### config.mk
export PLATFORM = sky130hd
export DESIGN_NAME = homeostat_resource_flat
export DESIGN_NICKNAME = d
export VERILOG_FILES = /design/src/rtl/homeostat_resource_if.sv /design/src/rtl/homeostat_resource.sv /design/src/flat_wrapper.sv
export SDC_FILE = /design/constraint.sdc
export NUM_CORES = 1
export LEC_CHECK = 0
export ABC_AREA = 0
export CAP_MARGIN = 20
export CORE_UTILIZATION = 35
export DETAILED_ROUTE_END_ITERATION = 8
export PLACE_DENSITY = 0.57
export SYNTH_ARGS = -nofsm -noshare
export SYNTH_HDL_FRONTEND = slang
export SYNTH_SLANG_ARGS = --single-unit
### constraint.sdc
create_clock -name clk -period 4.12 [get_ports clk]
set_input_delay 0.412 -clock clk [delete_from_list [all_inputs] [get_ports clk]]
set_output_delay 0.412 -clock clk [all_outputs]
set_load 0.005 [all_outputs]
### src/rtl/homeostat_resource_if.sv
// Request/status bundle between a resource regulator (master) and the homeostat block (slave).
interface homeostat_resource_if #(
    parameter int W = 8
);
    logic         inc;
    logic         dec;
    logic         fast;
    logic         setval;
    logic [W-1:0] value;
    logic [1:0]   state;
    logic         hungry;
    logic         starving;
    logic         critical;

    modport master (
        output inc, dec, fast, setval,
        input  value, state, hungry, starving, critical
    );

    modport slave (
        input  inc, dec, fast, setval,
        output value, state, hungry, starving, critical
    );
endinterface

### src/rtl/homeostat_resource.sv
// Single saturating resource with periodic decay, hysteretic need FSM and starvation watchdog.
//   state    | meaning
//   SATED    | value comfortably above the hunger threshold
//   HUNGRY   | value below HUNGRY_TH, not yet back above HUNGRY_TH+HYST
//   STARVING | value below STARVE_TH; starvation counter runs
module homeostat_resource #(
    parameter int W            = 8,
    parameter int DEFAULT_VAL  = 128,
    parameter int SET_VAL      = 128,
    parameter int FAST_STEP    = 4,
    parameter int DECAY_PERIOD = 16,
    parameter int HUNGRY_TH    = 128,
    parameter int STARVE_TH    = 64,
    parameter int HYST         = 8,
    parameter int CRIT_CYCLES  = 255
) (
    input  logic                   clk,
    input  logic                   rst_n,
    homeostat_resource_if.slave    bus
);

    localparam int VMAX   = (1 << W) - 1;
    localparam int PW     = (DECAY_PERIOD > 1) ? $clog2(DECAY_PERIOD) : 1;
    localparam int CW     = $clog2(CRIT_CYCLES + 1);
    localparam int H_EXIT = HUNGRY_TH + HYST;
    localparam int S_EXIT = STARVE_TH + HYST;
    localparam bit H_OK   = (H_EXIT <= VMAX);
    localparam bit S_OK   = (S_EXIT <= VMAX);

    typedef enum logic [1:0] {
        SATED    = 2'b00,
        HUNGRY   = 2'b01,
        STARVING = 2'b10,
        ILLEGAL  = 2'b11
    } state_t;

    logic [PW-1:0]         r_presc;
    logic                  w_decay_tick;
    logic [W-1:0]          r_value;
    logic [W-1:0]          w_value_nxt;
    logic signed [W+1:0]   w_step;
    logic signed [W+1:0]   w_delta;
    logic signed [W+1:0]   w_sum;
    logic signed [31:0]    w_val;
    state_t                r_state;
    state_t                w_state_nxt;
    logic                  r_hungry;
    logic                  r_starving;
    logic [CW-1:0]         r_cnt;
    logic [CW-1:0]         w_cnt_nxt;
    logic                  r_critical;

    assign w_decay_tick = (DECAY_PERIOD != 0) && (r_presc == PW'(DECAY_PERIOD - 1));

    always_ff @(posedge clk or negedge rst_n) begin
        if (!rst_n) begin
            r_presc <= '0;
        end else if (w_decay_tick || (DECAY_PERIOD == 0)) begin
            r_presc <= '0;
        end else begin
            r_presc <= r_presc + 1'b1;
        end
    end

    // Signed W+2-bit sum: bit W+1 flags underflow, bit W flags overflow.
    always_comb begin
        w_step  = bus.fast ? (W+2)'(FAST_STEP) : (W+2)'(1);
        w_delta = '0;
        if (bus.inc && !bus.dec) begin
            w_delta = w_step;
        end else if (bus.dec && !bus.inc) begin
            w_delta = -w_step;
        end
        if (w_decay_tick) begin
            w_delta = w_delta - (W+2)'(1);
        end
        w_sum = $signed({2'b00, r_value}) + w_delta;

        if (bus.setval) begin
            w_value_nxt = W'(SET_VAL);
        end else if (w_sum[W+1]) begin
            w_value_nxt = '0;
        end else if (w_sum[W]) begin
            w_value_nxt = '1;
        end else begin
            w_value_nxt = w_sum[W-1:0];
        end
    end

    assign w_val = 32'(r_value);

    always_comb begin
        w_state_nxt = r_state;
        case (r_state)
            SATED: begin
                if (w_val < STARVE_TH) begin
                    w_state_nxt = STARVING;
                end else if (w_val < HUNGRY_TH) begin
                    w_state_nxt = HUNGRY;
                end
            end
            HUNGRY: begin
                if (w_val < STARVE_TH) begin
                    w_state_nxt = STARVING;
                end else if (H_OK && (w_val >= H_EXIT)) begin
                    w_state_nxt = SATED;
                end
            end
            STARVING: begin
                if (H_OK && (w_val >= H_EXIT)) begin
                    w_state_nxt = SATED;
                end else if (S_OK && (w_val >= S_EXIT)) begin
                    w_state_nxt = HUNGRY;
                end
            end
            default: w_state_nxt = SATED;
        endcase
    end

    // Counter follows the registered state, so critical drops one clock after leaving STARVING.
    always_comb begin
        w_cnt_nxt = '0;
        if (r_state == STARVING) begin
            if (r_cnt == CW'(CRIT_CYCLES)) begin
                w_cnt_nxt = r_cnt;
            end else begin
                w_cnt_nxt = r_cnt + 1'b1;
            end
        end
    end

    always_ff @(posedge clk or negedge rst_n) begin
        if (!rst_n) begin
            r_value    <= W'(DEFAULT_VAL);
            r_state    <= SATED;
            r_hungry   <= 1'b0;
            r_starving <= 1'b0;
            r_cnt      <= '0;
            r_critical <= 1'b0;
        end else begin
            r_value    <= w_value_nxt;
            r_state    <= w_state_nxt;
            r_hungry   <= (w_state_nxt != SATED);
            r_starving <= (w_state_nxt == STARVING);
            r_cnt      <= w_cnt_nxt;
            r_critical <= (w_cnt_nxt == CW'(CRIT_CYCLES));
        end
    end

    assign bus.value    = r_value;
    assign bus.state    = r_state;
    assign bus.hungry   = r_hungry;
    assign bus.starving = r_starving;
    assign bus.critical = r_critical;

endmodule

### src/flat_wrapper.sv
// flat-port wrapper written by rule: the top's interface ports become plain ports
module homeostat_resource_flat 
#(
    parameter int W            = 8,
    parameter int DEFAULT_VAL  = 128,
    parameter int SET_VAL      = 128,
    parameter int FAST_STEP    = 4,
    parameter int DECAY_PERIOD = 16,
    parameter int HUNGRY_TH    = 128,
    parameter int STARVE_TH    = 64,
    parameter int HYST         = 8,
    parameter int CRIT_CYCLES  = 255
)
  (clk, rst_n, bus_inc, bus_dec, bus_fast, bus_setval, bus_value, bus_state, bus_hungry, bus_starving, bus_critical);
  homeostat_resource_if #(.W(W)) bus_i ();
  input  logic clk;
  input  logic rst_n;
  input wire logic [$bits(bus_i.inc)-1:0] bus_inc;
  input wire logic [$bits(bus_i.dec)-1:0] bus_dec;
  input wire logic [$bits(bus_i.fast)-1:0] bus_fast;
  input wire logic [$bits(bus_i.setval)-1:0] bus_setval;
  output wire logic [$bits(bus_i.value)-1:0] bus_value;
  output wire logic [$bits(bus_i.state)-1:0] bus_state;
  output wire logic [$bits(bus_i.hungry)-1:0] bus_hungry;
  output wire logic [$bits(bus_i.starving)-1:0] bus_starving;
  output wire logic [$bits(bus_i.critical)-1:0] bus_critical;
  assign bus_i.inc = bus_inc;
  assign bus_i.dec = bus_dec;
  assign bus_i.fast = bus_fast;
  assign bus_i.setval = bus_setval;
  assign bus_value = bus_i.value;
  assign bus_state = bus_i.state;
  assign bus_hungry = bus_i.hungry;
  assign bus_starving = bus_i.starving;
  assign bus_critical = bus_i.critical;
  homeostat_resource #(.W(W), .DEFAULT_VAL(DEFAULT_VAL), .SET_VAL(SET_VAL), .FAST_STEP(FAST_STEP), .DECAY_PERIOD(DECAY_PERIOD), .HUNGRY_TH(HUNGRY_TH), .STARVE_TH(STARVE_TH), .HYST(HYST), .CRIT_CYCLES(CRIT_CYCLES)) u_core (.clk(clk), .rst_n(rst_n), .bus(bus_i));
endmodule
# Yosys cells after proc, flatten, opt, wreduce, memory -nomap -nowiden
# Index checks and enable logic that the tools add are counted.
[totals] reg_bits=25 latchBits=0 ram_bits=0 rom_bits=0 inputBits=6 output_inout_bits=13 word_cells=45 n_memories=0
[classes] addsub=5 multipliers=0 div=0 order_cmp=4 n_eq_ne=6 n_shift=0 mux=17 bitwise_logic=0 reduce_logical=6
[op_table] operator="$mux 8" n=5
[op_table] operator="$mux 10" n=3
[op_table] operator="$eq 8x8->1 const B" n=2
[op_table] operator="$mux 2" n=6
[op_table] operator="$add 9x10->10" n=1
[op_table] operator="$neg 10->10" n=1
[op_table] operator="$sub 10x2->10 const B" n=1
[op_table] operator="$add 8x1->8 const B" n=1
[op_table] operator="$ge 8x7->1 const B" n=1
[op_table] operator="$ge 8x8->1 const B" n=1
[op_table] operator="$lt 8x7->1 const B" n=1
[op_table] operator="$lt 8x8->1 const B" n=1
[op_table] operator="$pmux 2 s3" n=1
[op_table] operator="$add 4x1->4 const B" n=1
[op_table] operator="$eq 2x2->1 const B" n=2
[op_table] operator="$eq 4x4->1 const B" n=1
[op_table] operator="$mux 4" n=1
[op_table] operator="$mux 3" n=1
[op_table] operator="$eq 2x1->1 const B" n=1
[op_table] operator="$logic_and 1x1->1" n=2
[op_table] operator="$logic_not 1->1" n=2
[op_table] operator="$logic_not 2->1" n=1
[op_table] operator="$reduce_bool 2->1" n=1

# Longest topological paths before layout
# Gate-level depths: netlist (run 1).
[logic_depth] depth_word=10 mapped_depth=15 depth_no_buf=15

# Worst setup path before layout (run 1)
# OpenSTA, ideal clock, no wires.
[synth_timing] path_kind="input port to flip-flop" from="input port bus_inc" to="register u_core.r_value[2] (netlist: u_core.bus.value[2])" setup_time_ns=0.138 t_arrival_ns=3.012 t_required_ns=3.982 path_slack_ns=0.969 stages=15 n_path_buf=0 cell_sequence="and2b_2 or2_2 and2_1 inv_1 ha_1 inv_1 ha_1 nand2_1 nand2_1 ha_1 o211a_1 a21boi_4 a211oi_4 mux2_4 a21boi_1"
[synth_between] elab_chain_len=10 word_cells_on_any_way=11 cone_classes="add/sub: 2; mux: 6; reduce/logical: 3"
[synth_rtl] item="start, declared" line_no="flat_wrapper.sv:18" text="input wire logic [$bits(bus_i.inc)-1:0] bus_inc;"
[synth_rtl] item="$logic_not 1->1" line_no="homeostat_resource.sv:71" text="end else if (bus.dec && !bus.inc) begin"
[synth_rtl] item="$logic_and 1x1->1" line_no="homeostat_resource.sv:71"
[synth_rtl] item="$mux 10" line_no="homeostat_resource.sv:71"
[synth_rtl] item="$mux 10 *" line_no="homeostat_resource.sv:69" text="if (bus.inc && !bus.dec) begin"
[synth_rtl] item="$sub 10x2->10" line_no="homeostat_resource.sv:75" text="w_delta = w_delta - (W+2)'(1);"
[synth_rtl] item="$mux 10 *" line_no="homeostat_resource.sv:74" text="if (w_decay_tick) begin"
[synth_rtl] item="$add 9x10->10 *" line_no="homeostat_resource.sv:77" text="w_sum = $signed({2'b00, r_value}) + w_delta;"
[synth_rtl] item="$mux 8" line_no="homeostat_resource.sv:83" text="end else if (w_sum[W]) begin"
[synth_rtl] item="$mux 8 *" line_no="homeostat_resource.sv:81" text="end else if (w_sum[W+1]) begin"
[synth_rtl] item="$mux 8 *" line_no="homeostat_resource.sv:79" text="if (bus.setval) begin"
[synth_rtl] item="named net u_core.w_value_nxt[2]" line_no="homeostat_resource.sv:40" text="logic [W-1:0] w_value_nxt;"
[synth_rtl] item="end signal, assigned" line_no="homeostat_resource.sv:134" text="r_value <= W'(DEFAULT_VAL);"
[synth_rtl] item="end signal, assigned" line_no="homeostat_resource.sv:141" text="r_value <= w_value_nxt;"
[synth_rtl] item="end, declared" line_no="homeostat_resource.sv:39" text="logic [W-1:0] r_value;"
# Mark *: on every way through the listed nets, which the timed path passes. The rest lies on a longest branch.

# Worst setup path after layout (run 1)
[layout_timing] from="input port bus_inc" to="register u_core.r_value[3] (netlist: u_core.bus.value[3])"
# Same word-level chain as after synthesis.

==> summary by stage, run 1 <==
Global route
Entering global routing, the biggest net connects 26 pins. The number of global-route vias before repair came to 1201. The overall track demand over capacity in global routing is 0.138.

The first global-routing pass estimated ~5600 um of wire. The number of antenna violations at the first check in global routing is 0. The overall overflow remaining after global route is 0.

Power
The power per cell area is about 370 nW/um^2. For this design the static power due to leakage is about 0.88 nW. IR analysis of the VDD net gives a maximum drop of 0.258 mV.

Clock network
After clock tree synthesis, the repair step resized 0 gates. Clock tree synthesis found a total of 25 sinks. The insertion delay to the later sink of the worst-skew pair is 0.26 ns.

The CTS clock-pin slew for the worst setup and hold paths is 0.08 ns. The buffer count from post-CTS setup fixing is 0. Hold repair after CTS inserted 0 buffers.

TritonCTS built the clock tree. The longest clock path from root to sink contains 2 buffers. The number of H-tree levels is 1.

The CTS root buffer is clkbuf_8. The total CTS buffers is 3.

Critical path
The worst register-to-register path begins at u_core.r_presc[0]. The category of the worst setup path launch point is an input port. The worst setup path is of the input port to register kind. STA puts the critical path data required time at roughly 4.2 ns. The highest fanout seen on the critical path is 7. The critical path launch point is bus_inc. The kind of end point of the critical path is a register. For the worst setup path, the data arrival time is around 3.7 ns. The reg-to-reg setup timing slack is 1.17 ns.

The capture instance of the worst register-to-register path is u_core.bus.value[3]. The capturing instance or port of the critical path is u_core.bus.value[3]. Counting cells, the worst reg-to-reg path comes to 10.

Route
In the final routed layout, each cell accounts on average for roughly 13 um. Once detail routing completed, the nets flagged for antenna violations numbered 0. Across all layers, the routed design uses around 1400 vias. After detailed routing, the number of remaining DRC violations is 0. The vias per cell is around 5.3. The routed design has 3420 um of wire. The first routing iteration left 60 violations.

For this run, the detailed router's first-pass iteration total came to 6.

Timing
In the post-route analysis, the smallest setup slack over all paths is between 0.5 and 0.6 ns. Based on the critical path, the design can be clocked at up to about 280 MHz. Dividing the final minimum period by the clock period gives 0.875. On the final layout, the worst clock skew is ~0.0013 ns. Setup repair after global routing left no endpoint under its margin. The shortest clock period the worst path allows after layout is ~3.6 ns. Setup violations remaining at the end of the flow were counted as 0. The final max-slew violation count is 0. The worst-margin pin slew is between 0.3 and 0.4 ns. Headroom to the max-slew limit came out at 0.735.

The final-report hold violation count is 0. The final-layout setup total negative slack is 0 ns.

Synth
The number of nets produced by synthesis is between 200 and 250. The fraction of registers with async set/reset is 1.00. The number of instances in the synthesized netlist is about 180.

Summing every instance area after synthesis gives 1700 sq um. The sequential-to-total area share from yosys stat is 0.368. During synthesis, Yosys emitted a total of 0 warnings. The number of flip-flops and latches in the synthesized netlist is 25. The average instance in the mapped netlist occupies between 9 and 10 sq um.

The predominant post-synthesis flop cell is dfrtp_1. The distinct cell type count of the synthesized netlist is 46. Counting flops with a built-in enable in the synthesized netlist gives 0.

Floorplanning
From left edge to right edge, the die measures 71.7 um. The die span in y is ~72 um. The initial standard-cell utilization of the core is 0.363. The die covers between 5000 and 6000 sq um. The area of the core is about 4700 sq um. After floorplanning, the core was divided into 25 placement rows.

The count of pins on the block boundary is 19.

Placement
In this run the cell area measured after placement is about 2000 sq um. Prior to clock tree synthesis, the placed netlist has a worst setup slack of about 0.27 ns. Buffers placed on the I/O ports in this run total 18. Once detailed placement completed, the half-perimeter wirelength came to 2710 um. At the end of routability-driven placement, the weighted congestion stood at approximately 0.90.

Cells and area
The number of filler instances in the final layout is about 470. The layout-stage area growth over the synthesis result is 17.3%. After the last flow step, the layout net total stands at between 200 and 250. In the final layout, the share of cells above drive strength 1 is 0.0792. Summing all non-filler instances in the final layout gives an area of between 1500 and 2000 sq um. The number of antenna repair diodes is 0. For this run, the share of the core covered by cells in the final layout is 0.425. Leaving out fill and tap cells, the most frequent cell in the layout is dfrtp_1.

The library cells used most frequently in the layout, excluding fill and tap cells, are dfrtp_1 (24), clkdlybuf4s50_1 (18), o21ai_0 (15), a21oi_1 (15).

Status
The flow ran to the end, and the final reports show no timing, DRC or antenna violations.

Hold path
The class of the tightest hold or removal check is register to register.

Run
The tool flagged a number of max-cap violations equal to 0.
==> logic make-up (layout without fill, tap and decap cells) <==
family / after synthesis / after routing / share of synthesized area
XOR/XNOR: 13 / 13 / 0.0669
AO/OA/AOI/OAI: 60 / 60 / 0.232
buffers and inverters: 10 / 31 / 0.0235
flip-flops: 25 / 25 / 0.368
adder cells (fa/ha/maj): 15 / 15 / 0.115
AND/OR/NAND/NOR: 54 / 54 / 0.165
multiplexers: 4 / 4 / 0.0294
==> synthesized netlist by cell type, types with 3 or more instances <==
cell | instances | area share
dfrtp_1 | 24 | 0.35
inv_1 | 6 | 0.013
a21oi_1 | 15 | 0.044
o21ai_0 | 15 | 0.044
o21a_1 | 3 | 0.013
nor2b_1 | 3 | 0.011
a21o_1 | 3 | 0.013
a211oi_1 | 3 | 0.013
nand3_1 | 6 | 0.018
xor2_1 | 7 | 0.036
a21boi_1 | 5 | 0.022
a31oi_1 | 6 | 0.022
ha_1 | 14 | 0.10
nor3_1 | 3 | 0.0088
xnor2_1 | 6 | 0.031
nor2_1 | 14 | 0.031
nand2_1 | 12 | 0.026
==> registers in the layout, indices dropped and copies added (netlist names) <==
name                 count
u_core.bus.state         2
u_core.bus.starving      1
u_core.bus.critical      1
u_core.r_presc           4
u_core.r_cnt             8
u_core.bus.value         8
u_core.bus.hungry        1
==> metal layers <==
layer  routed length, um  up-vias  GRT usage
met5                   0        -          0
met4                  18        0     0.0196
met3                  71        2     0.0295
met2                1570       14      0.211
met1                1760      642      0.204
li1                    -      699          -
==> worst min path at each step <==
stage,from,end,cells past startpoint
5_1_grt,u_core.r_presc[0],u_core.r_presc[0],1
6_report,u_core.r_presc[0],u_core.r_presc[0],1
4_1_cts,u_core.r_presc[0],u_core.r_presc[0],1
3_3_place_gp,u_core.r_presc[0],u_core.r_presc[0],1
3_5_place_dp,u_core.r_presc[0],u_core.r_presc[0],1
2_1_floorplan,rst_n,u_core.bus.critical,0
==> final cells by class <==
class / instances / area (sq um) / share of cell area
Multi-Input combinational cell: 146 / 1030 / 0.518
Sequential cell: 25 / 627 / 0.314
Timing Repair Buffer: 20 / 195 / 0.0978
Tap cell: 54 / 67.6 / 0.0339
Clock buffer: 4 / 45.0 / 0.0226
Inverter: 7 / 26.3 / 0.0132
==> through the flow <==
stage / hold WS (ns) / total power [mW] / std cells
final: 0.495 / 0.732 / 256
after floorplan: 0.116 / 0.476 / 181
after CTS: 0.494 / 0.745 / 256
after global routing: 0.512 / 0.784 / 256
after global placement: 0.477 / 0.603 / 252
after detailed placement: 0.482 / 0.600 / 252
==> where the power goes <==
group	switching [mW]	internal [mW]
clock network	0.0694	0.0689
registers	0.0424	0.282
logic	0.129	0.141
==> worst max-delay path, stage by stage <==
cell	delay, ns
clkdlybuf4s50_1	0.50
and2b_2	0.26
or2_2	0.31
and2_1	0.20
inv_1	0.06
ha_1	0.13
inv_1	0.04
ha_1	0.27
nand2_1	0.06
nand2_1	0.06
ha_1	0.31
a21oi_1	0.25
a21boi_4	0.29
a211oi_4	0.10
mux2_4	0.35
a21boi_1	0.15
(Power assumes the default switching activity.)
==> run 2, diff against run 1 <==
Settings changed: CTS_BUF_LIST set to sky130_fd_sc_hd__clkbuf_8, HOLD_SLACK_MARGIN set to 0.03.
==> run 2 against run 1 <==
  * Critical path depth stayed put
  * Clock-buffer cell count down 1
  * Critical endpoint unchanged
  * Cell count unchanged
  * Utilization did not move
  * Fmax stayed put
  * Register-to-register slack about the same
==> summary by stage, run 2 (synthesis gave the netlist of run 1 again) <==
Placement
The final weighted congestion of routability-driven global placement is approximately 0.9. The count of buffers inserted at the top-level ports is 18. The detailed placement HPWL is about 2700 um.

The placed instance area is roughly 2000 sq um.

Critical path
The reg-to-reg critical path startpoint is u_core.r_presc[0]. Along the worst path, the maximum fanout reaches 7. The critical path launch point is bus_inc. The arrival time of data at the critical path endpoint is approximately 3.7 ns.

The kind of end point of the critical path is a register. Data on the critical path is required at its endpoint by approximately 4.2 ns. The critical path is of the input port to register type.

The worst setup path is launched from an input port.

Cells and area
The area of the multi-input gates is 1030 sq um. The number of filler instances in the final layout is between 400 and 500. The final layout contains around 220 nets. In the final layout, the share of cells above drive strength 1 is 0.0792.

The area of all sequential standard cells is between 600 and 700 sq um. The post-layout instance area is 2000 sq um. The leading cell type in the layout, fill and taps excluded is dfrtp_1. In the layout the commonest cells are dfrtp_1 (24), clkdlybuf4s50_1 (18), o21ai_0 (15), a21oi_1 (15). The number of antenna repair diodes is 0. The layout-stage area growth over the synthesis result is 17.3%.

Clock network
The number of hold-repair buffers added at the cts stage is 0. The clock sink total is 25. The CTS tree is done. The CTS clock-pin slew for the worst setup and hold paths is roughly 0.080 ns.

The largest buffer count on any clock path is 2. The post-cts gate resize count is 0. The tree is rooted in a clkbuf_8. The buffer count from post-CTS setup fixing is 0. Clock latency on the worst-skew pair, taken at its later pin, is ~0.26 ns. The number of H-tree levels is 1. TritonCTS created 3 clock buffers.

Power
Internal power comes to 0.489 mW. In this run the static leakage power is a little under 0.9 nW. The logic gate share of total power is 0.369. The reported net switching power is 0.241 mW. Of the total power, the share spent switching nets is 0.330.

The part of the total power dissipated in the clock network is 0.186. The power per cell area is around 370 nW/um^2. Across the VDD grid, the largest voltage drop is 0.258 mV. The sequential fraction of design power is 0.444.

Global route
The total overflow left after global routing is 0. The overall track demand over capacity in global routing is 0.138. The pin count of the biggest net entering global routing is 26.

The number of antenna violations at the first check in global routing is 0. The first global-routing pass estimated between 5000 and 6000 um of wire. The number of global-route vias before repair is roughly 1200.

Timing
Setup violations remaining at the end of the flow were counted as 0. The final-report hold violation count is 0. The final max-slew violation count came to 0. The final-layout setup total negative slack is 0 ns.

The max-slew headroom at the worst pin is 0.735. The clock arrives with 0.00169 ns of skew. The final cycle utilization of the critical path is 0.875. Setup repair after global routing left no endpoint under its margin. Subtracting the final worst setup slack from the clock period gives 3.61 ns. The peak clock frequency supported by timing is ~280 MHz. The worst-margin pin slew is ~0.39 ns.

Route
The total wire length is about 3400 um. The detailed-route via count is 1357. The antenna violation net count after detailed routing is 0. The vias per cell is 5.30. The final routed DRC violation total is 0. The detailed-router iteration count before antenna repair is 6. In the final routed layout, each cell accounts on average for ~13 um. In this run, the number of DRC markers left after iteration 0 of detailed routing was 60.

Floorplanning
The floorplan has 25 rows. The die width is between 70 and 80 um. The initial standard-cell utilization of the core is 0.363. The die covers about 5100 sq um. The count of pins on the block boundary is 19. The die span in y is between 70 and 80 um.

The core region is approximately 4700 sq um.

Hold path
The tightest min-delay check is of the register to register type. The hold path startpoint is u_core.r_presc[0].

Run
Across the run, the number of max-cap violations was 0.

Status
The flow ran to the end, and the final reports show no timing, DRC or antenna violations.
run 2: cell count changes in the layout (fill, tap and decap cells not counted):
cell,before,now
clkbuf_1,1,0
inv_1,6,7
run 2: metrics by stage:
step                      setup slack [ns]  instances  total power [mW]  utilization  hold WS [ns]
after floorplan                      0.969        181             0.476            -         0.116
after global placement               0.275        252             0.603        0.416         0.477
after detailed placement             0.265        252             0.600        0.416         0.482
after CTS                            0.543        256             0.743        0.425         0.494
after global routing                 0.377        256             0.782        0.425         0.512
final                                0.513        256             0.730        0.425         0.495
run 2: metal layers:
| layer | GRT usage | share of wire | vias up |
|---|---|---|---|
| met5 | 0 | 0 | - |
| met4 | 0.0196 | 0.0053 | 0 |
| met3 | 0.0295 | 0.021 | 2 |
| met2 | 0.211 | 0.46 | 14 |
| met1 | 0.204 | 0.52 | 642 |
| li1 | - | - | 699 |
run 2: cell type report:
cell class	instances	area share
multi-input combinational	146	0.518
sequential	25	0.314
timing repair buffer	20	0.0978
tap	54	0.0339
clock buffer	3	0.0207
inverter	7	0.0132
clock inverter	1	0.00188
run 2: worst max-delay path, stage by stage:
cell and delay [ns]:
clkdlybuf4s50_1 0.50, and2b_2 0.26, or2_2 0.31, and2_1 0.20
inv_1 0.06, ha_1 0.13, inv_1 0.04, ha_1 0.27
nand2_1 0.06, nand2_1 0.06, ha_1 0.31, a21oi_1 0.25
a21boi_4 0.29, a211oi_4 0.10, mux2_4 0.35, a21boi_1 0.15
run 2: power by group through the flow:
stage | logic [mW] | registers [mW] | clock network [mW]
floorplan | 0.154 | 0.322 | 0
global placement | 0.273 | 0.330 | 0
detailed placement | 0.271 | 0.329 | 0
CTS | 0.273 | 0.325 | 0.145
global route | 0.298 | 0.330 | 0.153
finish | 0.270 | 0.324 | 0.136
run 2: worst paths after layout:
| kind | endpoint | slack, ns | cells past startpoint |
|---|---|---|---|
| max | u_core.bus.value[3] | 0.51 | 16 |
| min | u_core.r_presc[0] | 0.49 | 1 |
| max reg2reg | u_core.bus.value[3] | 1.17 | 10 |
| min reg2reg | u_core.r_presc[0] | 0.49 | 1 |
| max in group asynchronous | u_core.bus.value[7] | 3.31 | 2 |
| min in group asynchronous | u_core.r_cnt[7] | 0.51 | 2 |
